**config.mk**
```make
export PLATFORM = sky130hd
export DESIGN_NAME = sample_framer_flat
export DESIGN_NICKNAME = d
export VERILOG_FILES = /design/src/rtl/sample_framer_if.sv /design/src/rtl/sample_framer.sv /design/src/flat_wrapper.sv
export SDC_FILE = /design/constraint.sdc
export NUM_CORES = 1
export LEC_CHECK = 0
export CAP_MARGIN = 25
export CORE_MARGIN = 3
export CORE_UTILIZATION = 45
export CTS_CLUSTER_DIAMETER = 100
export CTS_CLUSTER_SIZE = 14
export DETAILED_ROUTE_END_ITERATION = 10
export HOLD_SLACK_MARGIN = 0.1
export PLACE_DENSITY = 0.71
export SKIP_CTS_REPAIR_TIMING = 1
export SLEW_MARGIN = 5
export SYNTH_ARGS = -nofsm -noshare
export SYNTH_HDL_FRONTEND = slang
export SYNTH_SLANG_ARGS = --single-unit
```
**constraint.sdc**
```tcl
create_clock -name clk -period 1.3 [get_ports clk]
set_input_delay 0.26 -clock clk [delete_from_list [all_inputs] [get_ports clk]]
set_output_delay 0.26 -clock clk [all_outputs]
set_load 0.02 [all_outputs]
```
**src/rtl/sample_framer_if.sv**
```systemverilog
// Interface bundle for sample_framer: serial input side and framed output side.
// The slave modport is the framer itself; the master modport is whoever
// drives the serial line and consumes the frames.
interface sample_framer_if #(
  parameter int ERR_CNT_W = 4
) ();
  logic                 bit_en;
  logic                 ser_in;
  logic [7:0]           frame_out;
  logic                 frame_valid;
  logic                 frame_err;
  logic [ERR_CNT_W-1:0] err_cnt;
  logic                 busy;

  modport master (
    output bit_en,
    output ser_in,
    input  frame_out,
    input  frame_valid,
    input  frame_err,
    input  err_cnt,
    input  busy
  );

  modport slave (
    input  bit_en,
    input  ser_in,
    output frame_out,
    output frame_valid,
    output frame_err,
    output err_cnt,
    output busy
  );
endinterface

```
**src/rtl/sample_framer.sv**
```systemverilog
// sample_framer: deserialises start/data/[parity]/stop frames from a serial
// sensor line into an 8-bit frame {p, t, y, x}, with a saturating error count.
// Optional feature macro: SAMPLE_FRAMER_PARITY_CHECK_EN adds an even-parity
// bit after the data bits (11-bit frame instead of 10-bit).
// rst_n is an asynchronous reset that is asserted HIGH despite its name.
module sample_framer #(
  parameter int ERR_CNT_W = 4
) (
  input  logic           clk,
  input  logic           rst_n,
  sample_framer_if.slave bus
);

`ifdef SAMPLE_FRAMER_PARITY_CHECK_EN
  typedef enum logic [1:0] {
    IDLE   = 2'd0,
    DATA   = 2'd1,
    PARITY = 2'd2,
    STOP   = 2'd3
  } state_t;
`else
  typedef enum logic [1:0] {
    IDLE   = 2'd0,
    DATA   = 2'd1,
    STOP   = 2'd3
  } state_t;
`endif

  localparam logic [ERR_CNT_W-1:0] ERR_MAX = {ERR_CNT_W{1'b1}};

  // Even parity of a data byte: the parity bit that makes the total count even.
  function automatic logic even_parity(input logic [7:0] data);
    return ^data;
  endfunction

  state_t               state_q, state_d;
  logic [2:0]           bitcnt_q, bitcnt_d;
  logic [7:0]           shift_q, shift_d;
  logic [7:0]           frame_out_q, frame_out_d;
  logic                 frame_valid_q, frame_valid_d;
  logic                 frame_err_q, frame_err_d;
  logic [ERR_CNT_W-1:0] err_cnt_q, err_cnt_d;
`ifdef SAMPLE_FRAMER_PARITY_CHECK_EN
  logic                 mismatch_q, mismatch_d;
`endif
  logic                 frame_ok_s;

  // State and datapath registers; reset discards any partial frame silently.
  always_ff @(posedge clk or posedge rst_n) begin
    if (rst_n) begin
      state_q       <= IDLE;
      bitcnt_q      <= 3'd0;
      shift_q       <= 8'h00;
      frame_out_q   <= 8'h00;
      frame_valid_q <= 1'b0;
      frame_err_q   <= 1'b0;
      err_cnt_q     <= '0;
`ifdef SAMPLE_FRAMER_PARITY_CHECK_EN
      mismatch_q    <= 1'b0;
`endif
    end else begin
      state_q       <= state_d;
      bitcnt_q      <= bitcnt_d;
      shift_q       <= shift_d;
      frame_out_q   <= frame_out_d;
      frame_valid_q <= frame_valid_d;
      frame_err_q   <= frame_err_d;
      err_cnt_q     <= err_cnt_d;
`ifdef SAMPLE_FRAMER_PARITY_CHECK_EN
      mismatch_q    <= mismatch_d;
`endif
    end
  end

  // Accept the frame only on a 0 stop bit (and matching parity when enabled).
  always_comb begin
`ifdef SAMPLE_FRAMER_PARITY_CHECK_EN
    frame_ok_s = ~bus.ser_in & ~mismatch_q;
`else
    frame_ok_s = ~bus.ser_in;
`endif
  end

  // Next-state logic; nothing advances on edges without the bit strobe.
  always_comb begin
    state_d       = state_q;
    bitcnt_d      = bitcnt_q;
    shift_d       = shift_q;
    frame_out_d   = frame_out_q;
    frame_valid_d = 1'b0;
    frame_err_d   = 1'b0;
    err_cnt_d     = err_cnt_q;
`ifdef SAMPLE_FRAMER_PARITY_CHECK_EN
    mismatch_d    = mismatch_q;
`endif
    if (bus.bit_en) begin
      case (state_q)
        IDLE: begin
          if (bus.ser_in) begin
            state_d  = DATA;
            bitcnt_d = 3'd0;
`ifdef SAMPLE_FRAMER_PARITY_CHECK_EN
            mismatch_d = 1'b0;
`endif
          end else begin
            state_d = IDLE;
          end
        end
        DATA: begin
          shift_d[bitcnt_q] = bus.ser_in;
          bitcnt_d          = bitcnt_q + 3'd1;
          if (bitcnt_q == 3'd7) begin
`ifdef SAMPLE_FRAMER_PARITY_CHECK_EN
            state_d = PARITY;
`else
            state_d = STOP;
`endif
          end else begin
            state_d = DATA;
          end
        end
`ifdef SAMPLE_FRAMER_PARITY_CHECK_EN
        PARITY: begin
          mismatch_d = bus.ser_in ^ even_parity(shift_q);
          state_d    = STOP;
        end
`endif
        STOP: begin
          if (frame_ok_s) begin
            frame_out_d   = shift_q;
            frame_valid_d = 1'b1;
          end else begin
            frame_err_d = 1'b1;
            if (err_cnt_q != ERR_MAX) begin
              err_cnt_d = err_cnt_q + ERR_CNT_W'(1);
            end else begin
              err_cnt_d = err_cnt_q;
            end
          end
          state_d = IDLE;
        end
        default: begin
          state_d = IDLE;
        end
      endcase
    end else begin
      state_d = state_q;
    end
  end

  assign bus.frame_out   = frame_out_q;
  assign bus.frame_valid = frame_valid_q;
  assign bus.frame_err   = frame_err_q;
  assign bus.err_cnt     = err_cnt_q;
  assign bus.busy        = (state_q != IDLE);

endmodule

```
**src/flat_wrapper.sv**
```systemverilog
// flat-port wrapper written by rule: the top's interface ports become plain ports
module sample_framer_flat 
#(
  parameter int ERR_CNT_W = 4
)
  (clk, rst_n, bus_bit_en, bus_ser_in, bus_frame_out, bus_frame_valid, bus_frame_err, bus_err_cnt, bus_busy);
  sample_framer_if #(.ERR_CNT_W(ERR_CNT_W)) bus_i ();
  input  logic clk;
  input  logic rst_n;
  input wire logic [$bits(bus_i.bit_en)-1:0] bus_bit_en;
  input wire logic [$bits(bus_i.ser_in)-1:0] bus_ser_in;
  output wire logic [$bits(bus_i.frame_out)-1:0] bus_frame_out;
  output wire logic [$bits(bus_i.frame_valid)-1:0] bus_frame_valid;
  output wire logic [$bits(bus_i.frame_err)-1:0] bus_frame_err;
  output wire logic [$bits(bus_i.err_cnt)-1:0] bus_err_cnt;
  output wire logic [$bits(bus_i.busy)-1:0] bus_busy;
  assign bus_i.bit_en = bus_bit_en;
  assign bus_i.ser_in = bus_ser_in;
  assign bus_frame_out = bus_i.frame_out;
  assign bus_frame_valid = bus_i.frame_valid;
  assign bus_frame_err = bus_i.frame_err;
  assign bus_err_cnt = bus_i.err_cnt;
  assign bus_busy = bus_i.busy;
  sample_framer #(.ERR_CNT_W(ERR_CNT_W)) u_core (.clk(clk), .rst_n(rst_n), .bus(bus_i));
endmodule
```
==> results of run 1 <==
[per-stage QoR]
| step | setup TNS (ps) | instance area [um2] |
|---|---|---|
| 5_1_grt | -3020 | 1730 |
| 4_1_cts | -6300 | 1540 |
| 2_1_floorplan | -320 | 1230 |
| 3_5_place_dp | -9800 | 1510 |
| 3_3_place_gp | -9280 | 1510 |
| 6_report | -2270 | 1730 |
[sequential cells by signal, indices dropped and copies added, names as in the netlist]
name / flops
u_core.bus.frame_out: 8
u_core.bus.frame_err: 1
u_core.bus.frame_valid: 1
u_core.bus.err_cnt: 4
u_core.state_q: 2
u_core.bitcnt_q: 3
u_core.shift_q: 8
[power groups by stage]
stage          logic [mW]  clock network [mW]  registers [mW]
2_1_floorplan       0.680                   0            1.43
3_3_place_gp         1.10                   0            1.37
3_5_place_dp         1.13                   0            1.39
4_1_cts              1.14               0.395            1.37
5_1_grt              1.48               0.421            1.43
6_report             1.37               0.377            1.38
[critical path: stages, from the launching register on]
cell and delay (ps):
dfrtp_1 410, buf_6 120, nand4b_1 300, nor3_2 280, mux2_4 320
[metal layers]
layer | GRT usage, % | share of wire [%]
met4 | 6.95 | 2.0
met3 | 2.00 | 4.1
met5 | 0 | 0
met2 | 22.7 | 47
met1 | 17.8 | 46
[worst max path at each step]
stage	from	to	slack, ps	cells past startpoint
floorplan	u_core.state_q[1]	u_core.shift_q[5]	-80	4
global placement	bus_bit_en	u_core.shift_q[1]	-510	4
detailed placement	bus_bit_en	u_core.shift_q[1]	-540	4
CTS	u_core.state_q[1]	bus_busy	-530	2
global route	u_core.state_q[1]	u_core.shift_q[1]	-260	4
finish	u_core.state_q[1]	u_core.shift_q[1]	-220	4
[final cells by class]
cell class / instances / area [um2] / area share, %
sequential: 27 / 679 / 39.4
tap: 30 / 37.5 / 2.18
timing repair buffer: 37 / 390 / 22.6
inverter: 2 / 7.51 / 0.435
clock inverter: 1 / 7.51 / 0.435
clock buffer: 3 / 22.5 / 1.31
multi-input combinational: 54 / 581 / 33.6
[logic make-up after synthesis]
family | after synthesis
flops | 27
simple gates | 23
mux | 19
buf+inv | 9
compound gates | 8
fa+ha+maj | 3
xor+xnor | 1
[Yosys cell counts]
cell and instances:
nand3_1 3, mux2i_1 1, nor2b_1 2, nor2_1 2
buf_2 1, inv_1 2, nand4_1 1, o21ai_0 1
nand4b_1 1, ha_1 3, xnor2_1 1, buf_4 3
nand2_1 3, mux2_1 1, and4bb_2 1, a21oi_1 3
and4_1 1, nor3b_1 2, dfrtp_1 27, nand3b_1 2
nor3_1 1, buf_6 1, mux2_2 14, and2_1 1
or2_2 1, nand2b_1 1, a22o_1 2, a31oi_1 1
mux2_4 3, a21o_1 1, nand4b_2 1, clkbuf_1 2
[layout by cell type, fill, tap and decap left out, types with 2 or more instances in the layout]
cell type / n
nand3b_1: 2
buf_6: 6
dlymetal6s2s_1: 15
a22o_1: 2
buf_4: 12
clkbuf_4: 3
mux2_4: 18
clkdlybuf4s50_1: 2
inv_1: 2
dfrtp_2: 3
nor2_1: 2
ha_1: 2
nor3b_2: 2
nand3_1: 2
nor2b_1: 2
dfrtp_1: 24
a21oi_1: 2
==> load_flow_metrics.sql, run 1 <==
INSERT INTO impl_metrics (metric_group, metric, value, unit) VALUES
('outcome', 'run_status', 'complete, but fails checks', ''),
('outcome', 'failed_checks', 'negative setup slack', ''),
('yosys', 'largest_family_of_logic_cells_by_synthesized_area', 'multiplexers', ''),
('layout', 'drive_gt1_share', '46.0', '%'),
('clock_tree', 'clock_tree.htree_level_count', '1', ''),
('power_and_ir_drop', 'share_seq_of_total_power', '44.2', '%'),
('route', 'firstDrtPassIters', '3', ''),
('power_and_ir_drop', 'pwr_density_cell', '1810', 'mW/mm2'),
('critical_path', 'cp_max_fo', '4', ''),
('layout', 'antennaDiodeCount', '0', ''),
('sta', 'worst_hold_slack', '237', 'ps'),
('sta', 'layout_worst_path_cycle_share', '117', '%'),
('route', 'total_wirelength', '2290', 'um'),
('power_and_ir_drop', 'final_total_power', '3.13', 'mW'),
('sta', 'final_critical_path_setup_slack', '-220', 'ps'),
('critical_path', 'worst_r2r_startpoint', 'u_core.state_q[1]', ''),
('route', 'avgViaCountPerCell', '5.40', ''),
('critical_path', 'timing.reg2reg.worst_path_depth', '4', ''),
('global_route', 'maximum_number_of_pins_on_one_net_before_global_route_repair', '28', ''),
('global_route', 'globalRoute.totalOverflow', '0', ''),
('yosys', 'post_synth_instance_area', '0.00120', 'mm2'),
('route', 'detail_route.iter0.violations', '13', ''),
('sta', 'slew_headroom', '75.0', '%'),
('clock_tree', 'cts_root_buffer', 'clkbuf_4', ''),
('layout', 'layout.nets', '132', ''),
('sta', 'final_hold_viol_count', '0', ''),
('yosys', 'synthCells', '90', ''),
('critical_path', 'worstReg2RegEnd', 'u_core.shift_q[1]', ''),
('critical_path', 'crit_required', '1540', 'ps'),
('yosys', 'post_synth_main_area_contributors', 'dfrtp_1 56%, mux2_2 13%, mux2_4 3.7%', ''),
('min_path', 'min_path_type', 'input port to async pin', ''),
('sta', 'setup_repair_after_global_routing_missed_its_margin', 'yes', ''),
('yosys', 'synth.area.mux_share', '18.6', '%'),
('power_and_ir_drop', 'cellInternalPower', '2.09', 'mW'),
('layout', 'postLayoutCoreUtil', '69.0', '%'),
('yosys', 'synth_area_in_compound_gates', '4.27', '%'),
('sta', 'setup_violations', '21', ''),
('power_and_ir_drop', 'p_clk_share', '12.1', '%'),
('layout', 'synthToLayoutAreaGrowth', '43.5', '%'),
('floorplan', 'die_area', '0.00333', 'mm2'),
('sta', 'worst_clock_skew_on_the_final_layout', '4.65', 'ps'),
('clock_tree', 'cts_buffers', '3', ''),
('yosys', 'post-synth-top-area-fraction', '56.2', '%'),
('global_route', 'initial_antenna_violation_count', '0', ''),
('power_and_ir_drop', 'p_sw_share', '33.1', '%'),
('route', 'drt-wirelength-per-cell', '14.9', 'um'),
('power_and_ir_drop', 'pwr-share-comb', '43.7', '%'),
('yosys', 'synth_cell_types', '32', ''),
('floorplan', 'start_util', '48.1', '%'),
('global_route', 'aggregate_global_route_resource_usage', '13.8', '%'),
('sta', 'finalWorstPathRequiredPeriod', '1520', 'ps'),
('critical_path', 'end_kind', 'register', ''),
('yosys', 'synth_area_leader_cell', 'dfrtp_1', ''),
('power_and_ir_drop', 'cellLeakagePower', '1.06', 'nW'),
('yosys', 'post_synth_xor_xnor_area', '0.728', '%'),
('placement', 'port-buffer-count', '18', ''),
('clock_tree', 'worst_setup_hold_path_clk_slew', '150', 'ps'),
('power_and_ir_drop', 'ir_worst_vdd', '0.00123', 'V'),
('sta', 'worst-slew-pin-transition', '375', 'ps'),
('floorplan', 'die_h', '57.7', 'um'),
('floorplan', 'fp.coreArea', '0.00250', 'mm2'),
('power_and_ir_drop', 'power_switching', '1.04', 'mW'),
('clock_tree', 'max-clock-path-buffers', '2', ''),
('floorplan', 'fp-row-count', '18', ''),
('placement', 'place_inst', '144', ''),
('global_route', 'vias_in_the_first_global_route', '818', ''),
('yosys', 'post_synth.cell_area_avg', '13.4', 'um2'),
('placement', 'finalWeightedCongestion', '0.783', ''),
('job', 'max_cap_violations', '0', ''),
('yosys', 'postSynthNetCount', '97', ''),
('sta', 'max_freq', '658', 'MHz');
(Power assumes the default switching activity.)
==> run 2: changes to the inputs <==
--- a/config.mk
+++ b/config.mk
@@ -14,6 +14,7 @@
 export HOLD_SLACK_MARGIN = 0.1
 export PLACE_DENSITY = 0.71
 export SKIP_CTS_REPAIR_TIMING = 1
+export SKIP_LAST_GASP = 1
 export SLEW_MARGIN = 5
 export SYNTH_ARGS = -nofsm -noshare
 export SYNTH_HDL_FRONTEND = slang
==> run 2 against run 1 <==
Compared with the run above: the run still ends with negative setup slack left; clock-buffer cell count is the same; utilization grew 0.15 points; first-iteration DRC count grew 7.7%; critical path type unchanged; worst hold slack gained 2.0 ps; clock power is essentially flat; via count grew 0.36%; highest routed layer unchanged; routed wire length is essentially flat; sequential power is essentially flat; total power shrank 0.22%; critical path depth is the same; largest power group unchanged; clock skew grew 0.80 ps.
==> load_flow_metrics.sql, run 2 (synthesis gave the netlist of run 1 again) <==
INSERT INTO impl_metrics (metric_group, metric, value, unit) VALUES
('outcome', 'run_status', 'complete, but fails checks', ''),
('outcome', 'failed_checks', 'negative setup slack', ''),
('global_route', 'initial_antenna_violation_count', '0', ''),
('min_path', 'min_path_type', 'input port to async pin', ''),
('floorplan', 'floorplan.io_pins', '19', ''),
('power_and_ir_drop', 'cellLeakagePower', '1.05', 'nW'),
('floorplan', 'fp.coreArea', '0.00250', 'mm2'),
('clock_tree', 'clock_tree.htree_level_count', '1', ''),
('layout', 'antennaDiodeCount', '0', ''),
('sta', 'layout_worst_path_cycle_share', '117', '%'),
('power_and_ir_drop', 'p_sw_share', '33.0', '%'),
('floorplan', 'fp-row-count', '18', ''),
('clock_tree', 'max-clock-path-buffers', '2', ''),
('sta', 'setup_total_negative_slack', '-2330', 'ps'),
('sta', 'slew_headroom', '75.7', '%'),
('critical_path', 'critical_path.startpoint_type', 'register', ''),
('placement', 'finalWeightedCongestion', '0.783', ''),
('power_and_ir_drop', 'pwr_density_cell', '1800', 'mW/mm2'),
('job', 'max_cap_violations', '0', ''),
('critical_path', 'crit_required', '1540', 'ps'),
('layout', 'layout.nets', '132', ''),
('layout', 'stdcell_count', '154', ''),
('placement', 'place_inst', '144', ''),
('placement', 'port-buffer-count', '18', ''),
('clock_tree', 'clock-sinks', '27', ''),
('floorplan', 'die_h', '57.7', 'um'),
('floorplan', 'floorplan.die.width', '57.7', 'um'),
('critical_path', 'crit_path_largest_cell_delay', '410', 'ps'),
('route', 'ant_nets', '0', ''),
('clock_tree', 'tritoncts_clock_tree', 'done', ''),
('layout', 'most-common-layout-cells', '24 x dfrtp_1, 17 x mux2_4, 16 x dlymetal6s2s_1', ''),
('sta', 'setup_repair_after_global_routing_missed_its_margin', 'yes', ''),
('route', 'firstDrtPassIters', '3', ''),
('sta', 'setup_violations', '21', ''),
('layout', 'drive_gt1_share', '45.2', '%'),
('sta', 'worst_clock_skew_on_the_final_layout', '5.45', 'ps'),
('power_and_ir_drop', 'share_seq_of_total_power', '44.3', '%'),
('power_and_ir_drop', 'ir_worst_vdd', '0.00123', 'V'),
('sta', 'max_freq', '657', 'MHz'),
('route', 'detailroute.via_count', '835', ''),
('sta', 'final_hold_viol_count', '0', ''),
('critical_path', 'timing.critical_path.arrival', '1760', 'ps'),
('clock_tree', 'worst_setup_hold_path_clk_slew', '150', 'ps'),
('power_and_ir_drop', 'pwr-share-comb', '43.7', '%'),
('global_route', 'globalRoute.totalOverflow', '0', ''),
('clock_tree', 'worst_skew_pair.late_latency', '330', 'ps'),
('sta', 'final_critical_path_setup_slack', '-223', 'ps'),
('sta', 'worst-slew-pin-transition', '364', 'ps'),
('clock_tree', 'cts_buffers', '3', ''),
('floorplan', 'die_area', '0.00333', 'mm2'),
('critical_path', 'crit_slowest_cell', 'dfrtp_1', ''),
('sta', 'final_max_slew_viol_count', '0', ''),
('layout', 'layout_commonest_cell', 'dfrtp_1', ''),
('placement', 'dp_hpwl', '1500', 'um'),
('layout', 'synthToLayoutAreaGrowth', '43.8', '%'),
('global_route', 'aggregate_global_route_resource_usage', '13.8', '%'),
('power_and_ir_drop', 'p_clk_share', '12.0', '%'),
('power_and_ir_drop', 'cellInternalPower', '2.09', 'mW'),
('floorplan', 'start_util', '48.1', '%'),
('sta', 'finalWorstPathRequiredPeriod', '1520', 'ps'),
('route', 'detail_route.iter0.violations', '14', ''),
('route', 'drt-wirelength-per-cell', '14.9', 'um'),
('critical_path', 'worstSetupPathType', 'register to register', ''),
('route', 'total_wirelength', '2290', 'um'),
('global_route', 'grt_pass1_wl', '3570', 'um'),
('clock_tree', 'cts_root_buffer', 'clkbuf_4', ''),
('critical_path', 'cp_max_fo', '4', ''),
('critical_path', 'crit_path_cell_trace', 'buf_6, nand4b_1, nor3_2, mux2_4', ''),
('global_route', 'maximum_number_of_pins_on_one_net_before_global_route_repair', '28', ''),
('route', 'avgViaCountPerCell', '5.42', ''),
('critical_path', 'timing.reg2reg.worst_path_depth', '4', ''),
('route', 'route.detailed.drc', '0', ''),
('critical_path', 'end_kind', 'register', ''),
('global_route', 'vias_in_the_first_global_route', '818', ''),
('power_and_ir_drop', 'power_switching', '1.03', 'mW');
[run 2: changes by cell type in the layout (fill, tap and decap cells not counted), sizes merged]
cell,before,now
clkbuf,4,3
dlymetal6s2s,15,16
[run 2: power by group through the flow]
stage	clock network [mW]	registers (mW)	logic (mW)
floorplan	0	1.43	0.680
global placement	0	1.37	1.10
detailed placement	0	1.39	1.13
CTS	0.395	1.37	1.14
global route	0.421	1.43	1.48
finish	0.375	1.38	1.37
[run 2: per-layer routing]
metal | share of wire (%) | vias up | global-route usage, %
met5 | 0 | - | 0
met4 | 2.0 | 0 | 6.95
met3 | 4.2 | 6 | 2.00
met2 | 48 | 21 | 22.7
met1 | 46 | 427 | 17.8
li1 | - | 381 | -
[run 2: path summary, 6_finish.rpt]
check                                   startpoint                       to  slack, ps
max                              u_core.state_q[1]        u_core.shift_q[1]       -220
min                                          rst_n        u_core.shift_q[1]        240
max reg2reg                      u_core.state_q[1]        u_core.shift_q[1]       -220
min reg2reg                u_core.bus.frame_out[0]  u_core.bus.frame_out[0]        530
max in group asynchronous                    rst_n       u_core.bitcnt_q[1]        900
min in group clk                        bus_bit_en        u_core.state_q[0]        320
[run 2: critical path: cells and delay by family (launching register included)]
kind          cells  cell delay (ps)
mux               1              320
simple gates      2              580
flops             1              410
buf+inv           1              120
[run 2: metrics by stage]
| stage | hold slack [ps] | power, mW | utilization [%] | cell area, um2 | setup WS [ps] |
|---|---|---|---|---|---|
| after global placement | 486 | 2.47 | 60.3 | 1510 | -513 |
| after global routing | 236 | 3.33 | 69.2 | 1730 | -264 |
| after floorplan | 313 | 2.11 | - | 1230 | -76.5 |
| after detailed placement | 496 | 2.52 | 60.3 | 1510 | -545 |
| final | 239 | 3.12 | 69.2 | 1730 | -223 |
| after CTS | 228 | 2.90 | 61.5 | 1540 | -533 |
[run 2: layout make-up]
class | count | area (um2)
sequential | 27 | 679
inverter | 2 | 7.51
clock inverter | 1 | 7.51
fill | 173 | 771
multi-input combinational | 54 | 577
timing repair buffer | 37 | 398
clock buffer | 3 | 22.5
tap | 30 | 37.5
